===== config.mk =====
export PLATFORM = sky130hd
export DESIGN_NAME = priority_drain_encoder
export DESIGN_NICKNAME = d
export VERILOG_FILES = /design/src/rtl/priority_drain_encoder.sv
export SDC_FILE = /design/constraint.sdc
export NUM_CORES = 1
export LEC_CHECK = 0
export CAP_MARGIN = 40
export CORE_ASPECT_RATIO = 0.9
export CORE_MARGIN = 10
export CORE_UTILIZATION = 48
export DETAILED_ROUTE_END_ITERATION = 10
export GPL_TIMING_DRIVEN = 0
export PLACE_DENSITY = 0.77
export SETUP_SLACK_MARGIN = 0.15
export SLEW_MARGIN = 20
export SYNTH_ARGS = -nofsm -noshare
export SYNTH_HDL_FRONTEND = slang
export SYNTH_SLANG_ARGS = --single-unit

===== constraint.sdc =====
create_clock -name clk -period 1.6 [get_ports clk]
set_input_delay 0.24 -clock clk [delete_from_list [all_inputs] [get_ports clk]]
set_output_delay 0.24 -clock clk [all_outputs]
set_load 0.01 [all_outputs]

===== src/rtl/priority_drain_encoder.sv =====
// priority_drain_encoder: captures a request vector and drains its set bits
// lowest-index first, one binary index per accepted y transfer.
// Ports: clk, rst (sync, active-high); load: d/load_valid/load_ready;
//        drain: y/y_valid/y_ready; status: busy, done (1-cycle pulse).
// Optional macro PRIORITY_DRAIN_COUNT_EN adds cnt = popcount(pending).
// Latency: y_valid rises the cycle after load acceptance; done follows the
// last transfer by one cycle. All outputs come straight from flops.
module priority_drain_encoder #(
  parameter int N = 8
) (
  input  logic                     clk,
  input  logic                     rst,
  input  logic [N-1:0]             d,
  input  logic                     load_valid,
  output logic                     load_ready,
  output logic [$clog2(N)-1:0]     y,
  output logic                     y_valid,
  input  logic                     y_ready,
  output logic                     busy,
  output logic                     done
`ifdef PRIORITY_DRAIN_COUNT_EN
  ,
  output logic [$clog2(N+1)-1:0]   cnt
`endif
);

  localparam int W = $clog2(N);

  typedef enum logic {IDLE, DRAIN} state_t;

  state_t         state_q, state_d;
  logic [N-1:0]   pend_q, pend_d;
  logic [W-1:0]   y_q, y_d;
  logic           done_q, done_d;
  logic           load_acc, xfer;

  // Handshakes are qualified by registered state only, so no input reaches
  // an output without passing through a flop.
  assign load_acc = (state_q == IDLE) && load_valid;
  assign xfer     = (state_q == DRAIN) && y_ready;

  always_comb begin
    pend_d  = pend_q;
    state_d = state_q;
    done_d  = 1'b0;
    if (load_acc) begin
      pend_d  = d;
      state_d = (d != '0) ? DRAIN : IDLE;
      done_d  = (d == '0);
    end else if (xfer) begin
      // Clearing the lowest set bit is exactly the bit currently shown on y.
      pend_d  = pend_q & (pend_q - {{(N-1){1'b0}}, 1'b1});
      state_d = (pend_d != '0) ? DRAIN : IDLE;
      done_d  = (pend_d == '0);
    end
  end

  // Index of the lowest set bit of the next pending vector; 0 when empty,
  // which keeps y at 0 whenever y_valid is low.
  always_comb begin
    y_d = '0;
    for (int i = N - 1; i >= 0; i--) begin
      if (pend_d[i]) y_d = W'(i);
    end
  end

  always_ff @(posedge clk) begin
    if (rst) begin
      state_q    <= IDLE;
      pend_q     <= '0;
      y_q        <= '0;
      done_q     <= 1'b0;
      y_valid    <= 1'b0;
      busy       <= 1'b0;
      load_ready <= 1'b1;
    end else begin
      state_q    <= state_d;
      pend_q     <= pend_d;
      y_q        <= y_d;
      done_q     <= done_d;
      y_valid    <= (state_d == DRAIN);
      busy       <= (state_d == DRAIN);
      load_ready <= (state_d == IDLE);
    end
  end

  assign y    = y_q;
  assign done = done_q;

`ifdef PRIORITY_DRAIN_COUNT_EN
  logic [$clog2(N+1)-1:0] cnt_d;

  always_comb begin
    cnt_d = '0;
    for (int i = 0; i < N; i++) begin
      cnt_d = cnt_d + ($clog2(N+1))'(pend_d[i]);
    end
  end

  always_ff @(posedge clk) begin
    if (rst) cnt <= '0;
    else     cnt <= cnt_d;
  end
`endif

endmodule


==> flow_metrics.env, run 1 <==
export IMPL_synthArstFlopShare=0
export IMPL_postRouteAntennaNets=0
export IMPL_p_sw_uw=313.4
export IMPL_criticalPathCategory="reg2reg"
export IMPL_path_buf_inv=0
export IMPL_fmax_ghz=0.6547
export IMPL_grt_max_degree=11
export IMPL_syn_nets=118
export IMPL_rsz0062_at_grt="true"
export IMPL_gp_congestion=0.8988
export IMPL_ys_top_cells_by_count="dfxtp_1, nor2_1, o21ai_0, a21oi_1, nand2_1"
export IMPL_power_mw=1.007
export IMPL_die_x_um=64.22
export IMPL_clkTransAtPathRegs_ns=0.09
export IMPL_cap_violations=0
export IMPL_hold_path_class="in2reg"
export IMPL_cellInternalPower_uw=693.4
export IMPL_cp_arrival_ns=1.71
export IMPL_numCtsBuffers=3
export IMPL_critical_path_required_ns=1.79
export IMPL_n_antenna_cell=0
export IMPL_path_cells="or3_4 > o211ai_1 > o21ai_1 > a31oi_1 > o21ai_2"
export IMPL_yosysSeqAreaShare=0.3319
export IMPL_cts_htree_levels=1
export IMPL_outcome="completed"
export IMPL_vdd_drop_max_mv=0.6001
export IMPL_cts_hold_buf=0
export IMPL_ios=19
export IMPL_track_usage=0.1250
export IMPL_leakagePower_nw=0.4805
export IMPL_hold_viol=0
export IMPL_detail_route_drc_violations=0
export IMPL_grt_pass1_wl_um=3801
export IMPL_netlist_area_um2=844.6
export IMPL_std_cell_rows=14
export IMPL_slew_violations=0
export IMPL_overflow=0
export IMPL_postSynthCellCount=106
export IMPL_power_density_nw_per_um2=805.5
export IMPL_yosysTopAreaCell="dfxtp_1"
export IMPL_worstPathMaxFanout=3
export IMPL_power_share_clock=0.259
export IMPL_die_h_um=59.80
export IMPL_dpl_hpwl_um=1581
export IMPL_setup_violations=0
export IMPL_grt_pass1_vias=831
export IMPL_clkLatencyLatePin_ns=0.29
export IMPL_max_stage_delay_ns=0.42
export IMPL_yosys_register_bits=14
export IMPL_max_slew_margin=0.7039
export IMPL_area_growth_pct=48.00
export IMPL_antenna_found_initial=0
export IMPL_dr_pass1_iters=4
export IMPL_dieArea_um2=3840
export IMPL_yosysUniqueCellTypes=41
export IMPL_synthMostInstantiatedCell="dfxtp_1"
export IMPL_drive_gt1_frac=0.3435
export IMPL_yosysWarnings=0
export IMPL_wl_per_cell_um=16.01
export IMPL_portBuffers=16
export IMPL_vias=884
export IMPL_period_needed_ns=1.527
export IMPL_avgSynthCellArea_um2=7.968
export IMPL_critPathTopFamily="compound AO/OA/AOI/OAI gates"
export IMPL_cp_start_kind="flop"
export IMPL_drt_wl_total_um=2482
export IMPL_p_seq_frac=0.404
export IMPL_cts_buffer_depth=2
export IMPL_cts_tree="yes"
export IMPL_viasPerCell=5.703
export IMPL_worst_setup_path_end_kind="flop"
export IMPL_drtIter0Drc=36
export IMPL_whs_ns=0.3475
export IMPL_synth_main_ff_cell="dfxtp_1"
export IMPL_finClkSkew_ns=0.01222
export IMPL_period_share=0.9546
export IMPL_ctsRootBufferMaster="clkbuf_4"
export IMPL_synthTopCellsByArea="dfxtp_1, nor2_1, o21ai_0"
export IMPL_crit_slowest_cell="or3_4"
export IMPL_worstMarginPinSlew_ns=0.4441
export IMPL_clkSinkCount=14
export IMPL_p_comb_frac=0.337
export IMPL_final_nets=144
export IMPL_initial_core_util=0.5075
export IMPL_core_area_um2=1664
export IMPL_synth_top_cell_area_share=0.3319
export IMPL_switching_share=0.3113
export IMPL_synth_edff_count=0
[layer usage]
| metal | up-vias | track usage | share of wire |
|---|---|---|---|
| met5 | - | 0 | 0 |
| met4 | 0 | 0.03659 | 0.0085 |
| met3 | 4 | 0.05234 | 0.065 |
| met2 | 33 | 0.2085 | 0.50 |
| met1 | 414 | 0.1439 | 0.42 |
| li1 | 433 | - | - |
[through the flow]
step | setup slack, ns | utilization | setup TNS (ns) | cell area [um2] | cells
floorplan | 0.1753 | - | 0 | 849.6 | 106
global placement | -0.2400 | 0.6248 | -1.036 | 1040 | 146
detailed placement | -0.2646 | 0.6248 | -1.059 | 1040 | 146
CTS | 0.1000 | 0.6850 | 0 | 1140 | 154
global route | -0.01527 | 0.7511 | -0.01527 | 1250 | 155
finish | 0.07258 | 0.7511 | 0 | 1250 | 155
[power by group through the flow]
stage               Sequential, mW  Combinational (mW)  Clock [mW]
detailed placement           0.412               0.260           0
CTS                          0.402               0.283       0.257
floorplan                    0.415               0.160           0
global route                 0.411               0.366       0.278
finish                       0.407               0.340       0.261
global placement             0.412               0.259           0
[timing repair]
| item | CTS | global route |
|---|---|---|
| resized for setup | 14 | 29 |
| pin swaps | 10 | 8 |
| buffers inserted | 4 | 1 |
| endpoints found under the setup margin | 10 | 10 |
| endpoints found under the hold margin | 0 | 0 |
[final timing paths]
check / start / endpoint / slack [ns] / depth (start not counted)
min: rst / pend_q[6]$_SDFF_PP0_ / 0.35 / 2
max reg2reg: pend_q[4]$_SDFF_PP0_ / y[0]$_SDFF_PP0_ / 0.07 / 5
max: pend_q[4]$_SDFF_PP0_ / y[0]$_SDFF_PP0_ / 0.07 / 5
min reg2reg: pend_q[2]$_SDFF_PP0_ / y[1]$_SDFF_PP0_ / 0.68 / 3
[sequential cells by signal, summed over array words and instances, names as in the netlist]
register	count
pend_q	8
done	1
state_q	1
y	3
load_ready	1
[placed cells by master (no fill, tap or decap), types with 2 or more instances in the layout]
cell type / n
dfxtp_2: 2
dfxtp_1: 7
buf_4: 7
and2_1: 2
nand2_1: 7
nand3_1: 3
clkbuf_4: 3
or3_4: 2
a21oi_1: 6
o221ai_2: 2
nor2_1: 11
clkdlybuf4s50_1: 13
o21ai_0: 6
or2_4: 2
dfxtp_4: 5
mux2i_1: 2
dlygate4sd2_1: 2
inv_1: 3
o31ai_4: 2
buf_6: 3
nor3_1: 2
o21a_1: 2
o22a_1: 2
o21ai_2: 2
[worst register-to-register path, cell delays in order, from the launching register on]
cell	delay, ns
dfxtp_4	0.35
or3_4	0.42
o211ai_1	0.26
o21ai_1	0.13
a31oi_1	0.19
o21ai_2	0.08
[cell type report]
cell class / instances / area (um2)
Timing Repair Buffer: 21 / 197.7
Sequential cell: 14 / 301.5
Multi-Input combinational cell: 82 / 615.6
Clock buffer: 4 / 36.28
Tap cell: 24 / 30.03
Fill cell: 106 / 414.1
Inverter: 3 / 11.26
Buffer: 7 / 57.56
[logic make-up after synthesis]
group,Yosys count,synth area share
adder cells (fa/ha/maj),2,0.02518
AO/OA/AOI/OAI,31,0.2430
buffers and inverters,10,0.05925
multiplexers,3,0.03704
flip-flops,14,0.3319
AND/OR/NAND/NOR,45,0.2933
XOR/XNOR,1,0.01037
Power figures use the tool's default switching activity.
==> inputs of run 2 (changes only) <==
ABC_AREA = 1   (was unset)
CORE_UTILIZATION = 47   (was 48)
HOLD_SLACK_MARGIN = 0.1   (was unset)
==> flow_metrics.env, run 2 <==
export IMPL_reg2reg_to="y[0]$_SDFF_PP0_"
export IMPL_slew_violations=0
export IMPL_area_growth_pct=37.54
export IMPL_path_cells="clkdlybuf4s50_1"
export IMPL_worstPathMaxFanout=1
export IMPL_whs_endpoint="state_q$_SDFF_PP0_"
export IMPL_yosysUniqueCellTypes=24
export IMPL_vdd_drop_max_mv=0.5259
export IMPL_overflow=0
export IMPL_portBuffers=18
export IMPL_cap_violations=0
export IMPL_cts_hold_buf=0
export IMPL_cts_htree_levels=1
export IMPL_syn_nets=125
export IMPL_ys_top_cells_by_count="nand2_1, nor2_1, dfxtp_1, inv_1, nand3_1"
export IMPL_outcome="completed"
export IMPL_leakagePower_nw=0.4870
export IMPL_rsz0062_at_grt="true"
export IMPL_postRouteAntennaNets=0
export IMPL_initial_core_util=0.5100
export IMPL_synthArstFlopShare=0
export IMPL_hold_path_depth=4
export IMPL_viasPerCell=4.781
export IMPL_p_comb_frac=0.293
export IMPL_grt_max_degree=11
export IMPL_min_from="y_ready"
export IMPL_synth_edff_count=0
export IMPL_p_sw_uw=308.3
export IMPL_postSynthCellCount=113
export IMPL_fin_util=0.7015
export IMPL_numCtsBuffers=3
export IMPL_fmax_ghz=0.7146
export IMPL_worst_setup_path_end_kind="primary output"
export IMPL_p_seq_frac=0.426
export IMPL_largest_register="pend_q"
export IMPL_ctsRootBufferMaster="clkbuf_4"
export IMPL_whs_ns=0.3073
export IMPL_power_uw=954.0
export IMPL_synthTopCellsByArea="dfxtp_1, nand2_1, nor2_1"
export IMPL_die_x_um=62.48
export IMPL_placed_area_um2=970.9
export IMPL_clkTransAtPathRegs_ns=0.09
export IMPL_avgSynthCellArea_um2=6.754
export IMPL_layout_common_cells="nand2_1, nor2_1, clkdlybuf4s50_1"
export IMPL_synth_main_ff_cell="dfxtp_1"
export IMPL_switching_share=0.3232
export IMPL_gp_congestion=0.8784
export IMPL_track_usage=0.1016
export IMPL_hold_path_class="in2reg"
export IMPL_die_h_um=58.23
export IMPL_startpoint="done$_SDFF_PP0_"
export IMPL_cts_tree="yes"
export IMPL_clkLatencyLatePin_ns=0.30
export IMPL_synth_top_cell_area_share=0.3672
export IMPL_core_area_um2=1496
export IMPL_max_stage_delay_ns=0.53
export IMPL_power_share_clock=0.281
export IMPL_netlist_area_um2=763.2
export IMPL_criticalPathCategory="reg2out"
export IMPL_drive_gt1_frac=0.2391
export IMPL_cellInternalPower_uw=645.7
export IMPL_dr_pass1_iters=5
export IMPL_largest_register_ff_count=8
export IMPL_period_share=0.8746
export IMPL_drt_wl_total_um=1864
export IMPL_stdcell_area_um2=1050
export IMPL_crit_slowest_cell="clkdlybuf4s50_1"
export IMPL_synthMostInstantiatedCell="nand2_1"
export IMPL_worstMarginPinSlew_ns=0.3113
export IMPL_antenna_found_initial=0
export IMPL_yosysSeqAreaShare=0.3672
export IMPL_finClkSkew_ns=0.002385
export IMPL_critPathTopFamily="buffers and inverters"
export IMPL_final_nets=151
export IMPL_ios=19
export IMPL_path_buf_inv=1
export IMPL_grt_pass1_wl_um=2980
export IMPL_clkSinkCount=14
export IMPL_mostFrequentLayoutCell="nand2_1"
export IMPL_cp_start_kind="flop"
export IMPL_max_slew_margin=0.7906
export IMPL_yosysWarnings=0
export IMPL_dieArea_um2=3638
export IMPL_grt_pass1_vias=713
export IMPL_vias=765
export IMPL_std_cell_rows=13
export IMPL_critical_path_required_ns=1.36
export IMPL_hold_viol=0
export IMPL_wl_per_cell_um=11.65
export IMPL_cts_buffer_depth=2
export IMPL_dpl_hpwl_um=1400
export IMPL_reg2reg_slack_ns=0.25
export IMPL_r2r_start="pend_q[0]$_SDFF_PP0_"
export IMPL_power_density_nw_per_um2=908.8
export IMPL_yosysTopAreaCell="dfxtp_1"
export IMPL_r2r_cells=10
export IMPL_cp_arrival_ns=1.16
export IMPL_period_needed_ns=1.399
export IMPL_setup_violations=0
export IMPL_n_antenna_cell=0
export IMPL_drtIter0Drc=19
export IMPL_yosys_register_bits=14
export IMPL_detail_route_drc_violations=0
[run 2: logic make-up (layout without fill, tap and decap cells)]
| logic type | Yosys count | after routing | synth area share |
|---|---|---|---|
| buffers and inverters | 19 | 44 | 0.1115 |
| AO/OA/AOI/OAI | 17 | 17 | 0.1443 |
| AND/OR/NAND/NOR | 63 | 63 | 0.3771 |
| flip-flops | 14 | 14 | 0.3672 |
[run 2: worst max path at each step]
| stage | end | slack (ns) | cells past startpoint |
|---|---|---|---|
| after global placement | y[2]$_SDFF_PP0_ | -0.11 | 10 |
| final | done | 0.20 | 1 |
| after CTS | done | 0.20 | 1 |
| after detailed placement | y[0]$_SDFF_PP0_ | -0.11 | 12 |
| after global routing | y[0]$_SDFF_PP0_ | 0.10 | 10 |
| after floorplan | y[2]$_SDFF_PP0_ | 0.29 | 9 |
[run 2: final cells by class]
type	instances	area, um2
Sequential cell	14	284.0
Timing Repair Buffer	21	202.7
Multi-Input combinational cell	80	412.9
Fill cell	134	446.7
Tap cell	22	27.53
Clock buffer	4	36.28
Buffer	3	23.77
Inverter	16	62.56
[run 2: stage by stage]
step | std cells | setup WS, ns | TNS [ns]
floorplan | 113 | 0.2929 | 0
global placement | 153 | -0.1094 | -0.3028
detailed placement | 153 | -0.1109 | -0.3066
CTS | 157 | 0.1972 | 0
global route | 160 | 0.1036 | 0
finish | 160 | 0.2007 | 0
[run 2: power by group through the flow]
stage | clock, mW | combinational [mW] | sequential, mW
3_3_place_gp | 0 | 0.265 | 0.410
6_report | 0.268 | 0.280 | 0.406
3_5_place_dp | 0 | 0.268 | 0.411
4_1_cts | 0.268 | 0.267 | 0.403
5_1_grt | 0.284 | 0.311 | 0.411
2_1_floorplan | 0 | 0.166 | 0.415
[run 2: metal layers]
layer	vias up	track usage	wire length [um]
met2	21	0.1579	832
met1	333	0.1164	852
li1	406	-	-
met5	-	0	0
met3	5	0.05374	129
met4	0	0.03822	50
[run 2: repair_timing]
item                       CTS  global route
resized for setup            3             9
buffers inserted             0             3
pin swaps                    0             7
setup endpoints to repair    2             4
